[config.mk]
export PLATFORM = sky130hd
export DESIGN_NAME = ctl_trigger
export DESIGN_NICKNAME = d
export VERILOG_FILES = /design/src/rtl/ctl_trigger.sv
export SDC_FILE = /design/constraint.sdc
export NUM_CORES = 1
export LEC_CHECK = 0
export CAP_MARGIN = 5
export CORE_MARGIN = 4
export CORE_UTILIZATION = 53
export CTS_BUF_LIST = sky130_fd_sc_hd__clkbuf_4 sky130_fd_sc_hd__clkbuf_8
export CTS_CLUSTER_DIAMETER = 40
export CTS_CLUSTER_SIZE = 24
export DETAILED_ROUTE_END_ITERATION = 8
export PLACE_DENSITY = 0.87
export SLEW_MARGIN = 20
export SYNTH_ARGS = -nofsm -noshare
export SYNTH_HDL_FRONTEND = slang
export SYNTH_SLANG_ARGS = --single-unit
[constraint.sdc]
create_clock -name clk -period 1.95 [get_ports clk]
set_input_delay 0.195 -clock clk [delete_from_list [all_inputs] [get_ports clk]]
set_output_delay 0.195 -clock clk [all_outputs]
set_load 0.1 [all_outputs]
[src/rtl/ctl_trigger.sv]
// ctl_trigger: turns the raw gun trigger into a clean, rate-limited shot event.
//
// A 2-FF synchronizer and a stable-count debouncer clean up trigger_raw; a
// rising edge of the debounced trigger either fires a shot or produces a dry
// fire, depending on no_ammo.  After a shot the block cools down and then
// waits for the trigger to be released, so a held trigger fires only once.
//
// Ports:
//   clk           system clock
//   rst           asynchronous reset, active low
//   reset_score   synchronous game restart, active high
//   trigger_raw   asynchronous gun trigger, 1 = pressed
//   no_ammo       magazine empty flag from ammo control
//   aim_x, aim_y  current crosshair position
//   shot_fired    one-cycle shot pulse to ammo control
//   dry_fire      one-cycle pulse for a press with an empty magazine
//   shot_x/shot_y crosshair position captured at the last shot
//   muzzle_flash  high for FLASH_CYCLES after each shot
//   ready         high while the FSM is in READY
//
// FSM states:
//   state          | meaning
//   ---------------+--------------------------------------------------
//   S_READY        | armed, waiting for a debounced press
//   S_FIRE         | shot issued this cycle, loads the cooldown timer
//   S_COOLDOWN     | counting down the re-arm gap, presses ignored
//   S_WAIT_RELEASE | waiting for the debounced trigger to go low

module ctl_trigger #(
    parameter int unsigned DEBOUNCE_CYCLES = 650000,
    parameter int unsigned COOLDOWN_CYCLES = 16250000,
    parameter int unsigned FLASH_CYCLES    = 3250000,
    parameter int unsigned POS_W           = 12
) (
    input  logic             clk,
    input  logic             rst,
    input  logic             reset_score,
    input  logic             trigger_raw,
    input  logic             no_ammo,
    input  logic [POS_W-1:0] aim_x,
    input  logic [POS_W-1:0] aim_y,
    output logic             shot_fired,
    output logic             dry_fire,
    output logic [POS_W-1:0] shot_x,
    output logic [POS_W-1:0] shot_y,
    output logic             muzzle_flash,
    output logic             ready
);

    localparam int unsigned DB_W = $clog2(DEBOUNCE_CYCLES + 1);
    localparam int unsigned CD_W = $clog2(COOLDOWN_CYCLES + 1);
    localparam int unsigned FL_W = $clog2(FLASH_CYCLES + 1);

    // The debounce count is compared against its last value before the
    // increment, so the flip happens on the edge where it would reach the limit.
    localparam logic [DB_W-1:0] DB_LAST    = DB_W'(DEBOUNCE_CYCLES - 1);
    localparam logic [CD_W-1:0] COOL_LOAD  = CD_W'(COOLDOWN_CYCLES - 1);
    localparam logic [FL_W-1:0] FLASH_LOAD = FL_W'(FLASH_CYCLES);

    typedef enum logic [1:0] {
        S_READY,
        S_FIRE,
        S_COOLDOWN,
        S_WAIT_RELEASE
    } state_t;

    logic [1:0]      sync_q;
    logic            trig_s;
    logic            trig_db;
    logic            trig_db_q;
    logic [DB_W-1:0] db_cnt;
    logic            press;

    state_t          state;
    state_t          state_nxt;
    logic [CD_W-1:0] cool_cnt;
    logic [CD_W-1:0] cool_nxt;
    logic [FL_W-1:0] flash_cnt;
    logic [FL_W-1:0] flash_nxt;
    logic            shot_fired_nxt;
    logic            dry_fire_nxt;
    logic [POS_W-1:0] shot_x_nxt;
    logic [POS_W-1:0] shot_y_nxt;

    // Synchronizer and debouncer are deliberately not cleared by reset_score,
    // so a restart does not lose track of a trigger that is already held.
    always_ff @(posedge clk or negedge rst) begin
        if (!rst) begin
            sync_q <= '0;
        end else begin
            sync_q <= {sync_q[0], trigger_raw};
        end
    end

    assign trig_s = sync_q[1];

    always_ff @(posedge clk or negedge rst) begin
        if (!rst) begin
            db_cnt    <= '0;
            trig_db   <= 1'b0;
            trig_db_q <= 1'b0;
        end else begin
            trig_db_q <= trig_db;
            if (trig_s == trig_db) begin
                db_cnt <= '0;
            end else if (db_cnt == DB_LAST) begin
                trig_db <= trig_s;
                db_cnt  <= '0;
            end else begin
                db_cnt <= db_cnt + DB_W'(1);
            end
        end
    end

    assign press = trig_db & ~trig_db_q;

    always_ff @(posedge clk or negedge rst) begin
        if (!rst) begin
            state      <= S_READY;
            cool_cnt   <= '0;
            flash_cnt  <= '0;
            shot_fired <= 1'b0;
            dry_fire   <= 1'b0;
            shot_x     <= '0;
            shot_y     <= '0;
        end else begin
            state      <= state_nxt;
            cool_cnt   <= cool_nxt;
            flash_cnt  <= flash_nxt;
            shot_fired <= shot_fired_nxt;
            dry_fire   <= dry_fire_nxt;
            shot_x     <= shot_x_nxt;
            shot_y     <= shot_y_nxt;
        end
    end

    always_comb begin
        state_nxt      = state;
        cool_nxt       = cool_cnt;
        // Flash timer runs down in every state and parks at zero.
        flash_nxt      = (flash_cnt != '0) ? flash_cnt - FL_W'(1) : '0;
        shot_fired_nxt = 1'b0;
        dry_fire_nxt   = 1'b0;
        shot_x_nxt     = shot_x;
        shot_y_nxt     = shot_y;

        if (reset_score) begin
            // Land in WAIT_RELEASE so a trigger held across the restart
            // has to be released before it can fire.
            state_nxt  = S_WAIT_RELEASE;
            cool_nxt   = '0;
            flash_nxt  = '0;
            shot_x_nxt = '0;
            shot_y_nxt = '0;
        end else begin
            case (state)
                S_READY: begin
                    if (press) begin
                        if (!no_ammo) begin
                            state_nxt      = S_FIRE;
                            shot_fired_nxt = 1'b1;
                            shot_x_nxt     = aim_x;
                            shot_y_nxt     = aim_y;
                            flash_nxt      = FLASH_LOAD;
                        end else begin
                            state_nxt    = S_WAIT_RELEASE;
                            dry_fire_nxt = 1'b1;
                        end
                    end
                end
                S_FIRE: begin
                    state_nxt = S_COOLDOWN;
                    cool_nxt  = COOL_LOAD;
                end
                S_COOLDOWN: begin
                    if (cool_cnt == '0) begin
                        state_nxt = S_WAIT_RELEASE;
                    end else begin
                        cool_nxt = cool_cnt - CD_W'(1);
                    end
                end
                S_WAIT_RELEASE: begin
                    if (!trig_db) begin
                        state_nxt = S_READY;
                    end
                end
                default: begin
                    state_nxt = S_READY;
                end
            endcase
        end
    end

    assign muzzle_flash = (flash_cnt != '0);
    assign ready        = (state == S_READY);

endmodule

# Word level (Yosys, flattened, before mapping)
# Cells that the tools add are included.
dict set report word_totals {
  inputBits 29
  ff_bits 98
  output_inout_bits 28
  word_cells 69
}
dict set report classes {
  bitwise_logic 3
  add_sub_neg 3
  reduce_logical 10
  n_eq_ne 10
  mux 32
}
# operator count
set ops {}
lappend ops {{two-way mux 22 bit} 5}
lappend ops {{two-way mux 12 bit} 8}
lappend ops {{two-way mux 24 bit} 2}
lappend ops {{one-hot mux 24 bit (2 select lines)} 1}
lappend ops {{two-way mux 20 bit} 2}
lappend ops {{logical NOT 24 bit} 1}
lappend ops {{subtractor 24 x 1 -> 24 bit (second input constant)} 1}
lappend ops {{nonzero test 22 bit} 1}
lappend ops {{subtractor 22 x 1 -> 22 bit (second input constant)} 1}
lappend ops {{adder 20 x 1 -> 20 bit (second input constant)} 1}
lappend ops {{== test 20 bit (second input constant)} 1}
lappend ops {{two-way mux 2 bit} 5}
lappend ops {{!= test 3 bit (second input constant)} 3}
lappend ops {{two-way mux 1 bit} 8}
lappend ops {{one-hot mux 2 bit (4 select lines)} 1}
lappend ops {{AND reduction 3 bit} 2}
lappend ops {{== test 2 bit (second input constant)} 2}
lappend ops {{AND reduction 2 bit} 2}
lappend ops {{nonzero test 2 bit} 2}
lappend ops {{!= test 3 x 2 -> 1 bit (second input constant)} 1}
lappend ops {{nonzero test 3 bit} 1}
lappend ops {{== test 2 x 1 -> 1 bit (second input constant)} 1}
lappend ops {{logical NOT 2 bit} 1}
lappend ops {{!= test 2 bit (second input constant)} 1}
lappend ops {{3 further kinds} 4}

# Depth between registers and ports, before layout
# Gate-level depths: netlist of the first run.
dict set report depth {
  word_depth 6
  ltp_mapped 8
  mapped_depth_nobuf 7
}

# Worst setup path after synthesis of the first run
# OpenSTA, ideal clock, no wires.
dict set report synth_path {
  path_type {reg2reg}
  startpoint {register state[0]}
  endpoint {register shot_x[0]}
  required_ns 1.814
  stages_incl_launch_ff 9
  path_buffers 2
  path_slack_ns -0.588
  period_less_slack_ns 2.538
  setup_time_ns 0.136
  arrival_ns 2.401
  path_cell_list {dfrtp_1 > inv_1 > ha_1 > nand3b_1 > or2_2 > clkbuf_1 > clkbuf_1 > nand2_1 > a21oi_1}
}
dict set report synth_via {
  elab_chain_cells 3
}
# item line
set synth_rtl {}
lappend synth_rtl {{from (decl)} 74} ;# state_t state;
lappend synth_rtl {{from (signal assigned)} 127} ;# state <= state_nxt;
lappend synth_rtl {{logical NOT 2 bit} -}
lappend synth_rtl {{net ready} 47} ;# output logic ready
lappend synth_rtl {{nonzero test 2 bit (no line)} -}
lappend synth_rtl {{AND reduction 3 bit (no line)} -}
lappend synth_rtl {{to (signal assigned)} 132} ;# shot_x <= shot_x_nxt;
lappend synth_rtl {{to (decl)} 44} ;# output logic [POS_W-1:0] shot_x,
# The timed path passes the listed nets, and every way through them passes these cells.
# A chain may end at the register's enable or synchronous reset.

# Final worst setup path of the first run
dict set report layout_path {
  startpoint {register flash_cnt[5]}
  endpoint {output muzzle_flash}
}
dict set report layout_via {
  elab_chain_cells 1
}
# item line
set layout_rtl {}
lappend layout_rtl {{from (decl)} 78} ;# logic [FL_W-1:0] flash_cnt;
lappend layout_rtl {{from (signal assigned)} 129} ;# flash_cnt <= flash_nxt;
lappend layout_rtl {{nonzero test 22 bit} 194} ;# assign muzzle_flash = (flash_cnt != '0);
lappend layout_rtl {{to (decl)} 46} ;# output logic muzzle_flash,
# Every way passes these cells.

==> flow_summary.ini, run 1 <==
[status]
status = finished with violations
violations = setup timing

[synth]
synth_cells = 528
synth_largest_area_cell = dfrtp_1
ys_seq_elements = 98
synth_top_area_share = 0.494
async_flop_share = 1.00
syn-num-nets = 565
yosysWarnings = 0
synth_edf_count = 0
synth_seq_area_share = 0.494
synth.avg_cell_area_um2 = 9.41
synth_ff_type = dfrtp_1
synth_cell_type_count = 65
synth_area_leaders = dfrtp_1 49%, nand2_1 5.6%, xnor2_1 5.5%
netlist_area_mm2 = 0.00497

[critical_path]
criticalPathCategory = reg -> out
cp.depth = 4
critPathLaunchType = flip-flop
r2r-start = cool_cnt[15]$_DFFE_PN0P_
crit_fanout = 2
cp_data_required_time_ps = 1750
cp_top_family = simple AND/OR/NAND/NOR gates
worstPathCellList = nor4_4 -> nand2b_1 -> or4_4 -> buf_12
cp-startpoint = flash_cnt[5]$_DFF_PN0_
worst_path_largest_cell_delay_ps = 560
cpMaxStageDelayCell = or4_4
r2r-end = cool_cnt[1]$_DFFE_PN0P_
r2r_cells = 6
r2r_slack_ps = -130
crit_arrival_ps = 1910
endpoint = muzzle_flash
endpoint_kind = output pin
cp_num_buf_inv = 1

[global_routing]
grt_max_degree = 37
gr-usage-all-layers = 0.236
overflow = 0
grt_pass1_wl_um = 21400
antenna_found_initial = 0
grt_pass1_vias = 4664

[placement]
gp_congestion = 0.916
portBuffers = 56
post-dp-hpwl_um = 8580

[clock_tree]
cts_tree = yes
root_buffer = clkbuf_8
cts_num_sinks = 98
cts-root-to-sink-buffers = 2
numCtsBuffers = 9
htree_levels = 3
cts.reportedPaths.clkPinSlew_ps = 90
clk_latency_ps = 370

[timing]
relSlewSlack = 0.681
finalWorstSetupSlack_ps = -157
rsz0062_at_grt = true
clock_skew_ps = 10.8
hold_viol_final = 0
holdWs_ps = 259
drv_slew = 0
period_share = 1.08
period_needed_ps = 2110
fmaxAchievable_ghz = 0.475
setup_viol = 25
tightest_slew_ps = 479

[detailed_routing]
post_drt_wl_per_cell_um = 17.2
route.detailed.drc = 0
wirelength_um = 13400
ant_nets = 0
initialDrtViolationCount = 262
vias = 4541
first_pass_iters = 5
vias_per_cell = 5.84

[layout]
antenna_cells = 0
num-nets-final = 699
nFillCells = 592
seq_area_mm2 = 0.00245
multi_input_area_mm2 = 0.00267
areaGrowthSynthToFinish_pct = 36.2
utilization = 0.736
drive_above_1_share = 0.303

[floorplanning]
start_util = 0.540
die_y_um = 105
row_count = 35
core_area_mm2 = 0.00920
dieArea_mm2 = 0.0110
fp.dieW_um = 105
ios = 57

[power]
power.internal_uw = 5120
switching_share = 0.399
power_frac_comb = 0.540
pwr-share-clk = 0.141
powerDensity_mw_per_mm2 = 1260
p_switching_uw = 3400
peakVddDrop_mv = 0.901
pwr-share-seq = 0.319
p_leak_uw = 0.00300

[job]
drv_cap = 0

[min_path]
hp-class = in -> reg
min_from = trigger_raw
==> final cells by class <==
cell class | instances | area share
clock inverter | 5 | 0.00573
timing repair buffer | 145 | 0.188
clock buffer | 10 | 0.0194
multi-input combinational | 392 | 0.394
tap | 111 | 0.0205
inverter | 16 | 0.00943
sequential | 98 | 0.363
==> power by group through the flow <==
stage	registers [uW]	clock network [uW]	logic, uW
2_1_floorplan	2720	0	2200
3_3_place_gp	2710	0	3360
3_5_place_dp	2740	0	3480
4_1_cts	2690	1230	3960
5_1_grt	2760	1300	4960
6_report	2720	1200	4610
==> per-stage QoR <==
| step | total power, uW | setup TNS [ps] | worst slack [ps] | instance area (um^2) | std cells |
|---|---|---|---|---|---|
| floorplan | 4920 | -434 | -37.6 | 5000 | 528 |
| global placement | 6070 | -624 | -78.8 | 6030 | 733 |
| detailed placement | 6220 | -1740 | -128 | 6030 | 733 |
| CTS | 7880 | -472 | -180 | 6480 | 768 |
| global route | 9020 | -3780 | -243 | 6770 | 777 |
| finish | 8530 | -1670 | -157 | 6770 | 777 |
==> logic make-up after synthesis <==
group,synth area share
xor+xnor,0.0705
compound gates,0.110
mux,0.0164
simple gates,0.258
buf+inv,0.0312
fa+ha+maj,0.0202
flops,0.494
==> cells in the mapped netlist, types with 3 or more instances <==
| cell type | n |
|---|---|
| nor4_1 | 9 |
| nor3b_1 | 4 |
| or3_1 | 8 |
| inv_1 | 15 |
| nand3_1 | 13 |
| clkbuf_1 | 18 |
| a31oi_1 | 3 |
| xor2_1 | 9 |
| nand2_1 | 74 |
| nor2_1 | 65 |
| nand4_1 | 8 |
| a21oi_1 | 38 |
| and3_1 | 6 |
| dfrtp_1 | 98 |
| o21ai_0 | 15 |
| nor4_4 | 3 |
| o31ai_1 | 4 |
| nand2b_1 | 4 |
| ha_1 | 8 |
| a211oi_1 | 5 |
| xnor2_1 | 31 |
| mux2i_1 | 4 |
| or2_2 | 5 |
| nor3_1 | 28 |
| or4_1 | 6 |
==> how the worst min path moves through the flow <==
stage	cells after the start	endpoint	slack, ps
3_5_place_dp	1	cool_cnt[6]$_DFFE_PN0P_	190
4_1_cts	1	sync_q[0]$_DFF_PN0_	240
6_report	1	sync_q[0]$_DFF_PN0_	260
2_1_floorplan	0	cool_cnt[0]$_DFFE_PN0P_	-100
3_3_place_gp	1	cool_cnt[6]$_DFFE_PN0P_	180
5_1_grt	1	sync_q[0]$_DFF_PN0_	250
==> what timing repair did <==
action                                  4_1_cts  5_1_grt
gates resized for setup                      27       51
cloned                                        0        0
pin swaps                                    19       31
endpoints found under the setup margin       39       71
buffers inserted                             20        9
endpoints found under the hold margin        30        0
hold buffers                                  1        0
==> routing by layer <==
layer	wire [um]	track usage	vias up
li1	-	-	2106
met1	5210	0.281	2262
met2	7230	0.420	141
met3	663	0.0463	32
met4	276	0.0900	0
met5	0	0	-
==> placed cells by master (no fill, tap or decap), types with 3 or more instances in the layout <==
cell type         n
o21ai_0           9
a21oi_1          33
buf_12            5
a31oi_1           3
o21ai_1           6
nor3_1           24
nand3_1          10
nor4_2            3
nor4_4            5
inv_1            14
nor4_1            5
nor3_2            3
clkdlybuf4s50_1  27
or4_4             5
or3_1             4
a21oi_2           3
xor2_1            9
and3_1            6
or3_4             4
dfrtp_1          96
nand2_4           3
nand3_2           4
or2_2             4
ha_1              5
mux2i_1           4
or4_1             3
nand2_1          71
nor2_1           63
nor3b_1           3
buf_4            99
xnor2_1          30
buf_6            13
a211oi_1          4
inv_6             3
nand4_1           8
clkbuf_8          9
nand2b_1          4
==> flip-flops by register name (all words and copies together), names as in the netlist <==
name / cells
cool_cnt: 24
db_cnt: 20
dry_fire: 1
flash_cnt: 22
shot_fired: 1
shot_x: 12
shot_y: 12
state: 2
sync_q: 2
trig_db: 1
trig_db_q: 1
Power figures use the tool's default switching activity.
==> run 2, diff against run 1 <==
CAP_MARGIN = not set   (was 5)
==> results of run 2 <==
Same layout as run 1: the final DEF is identical, and so are final timing and power.
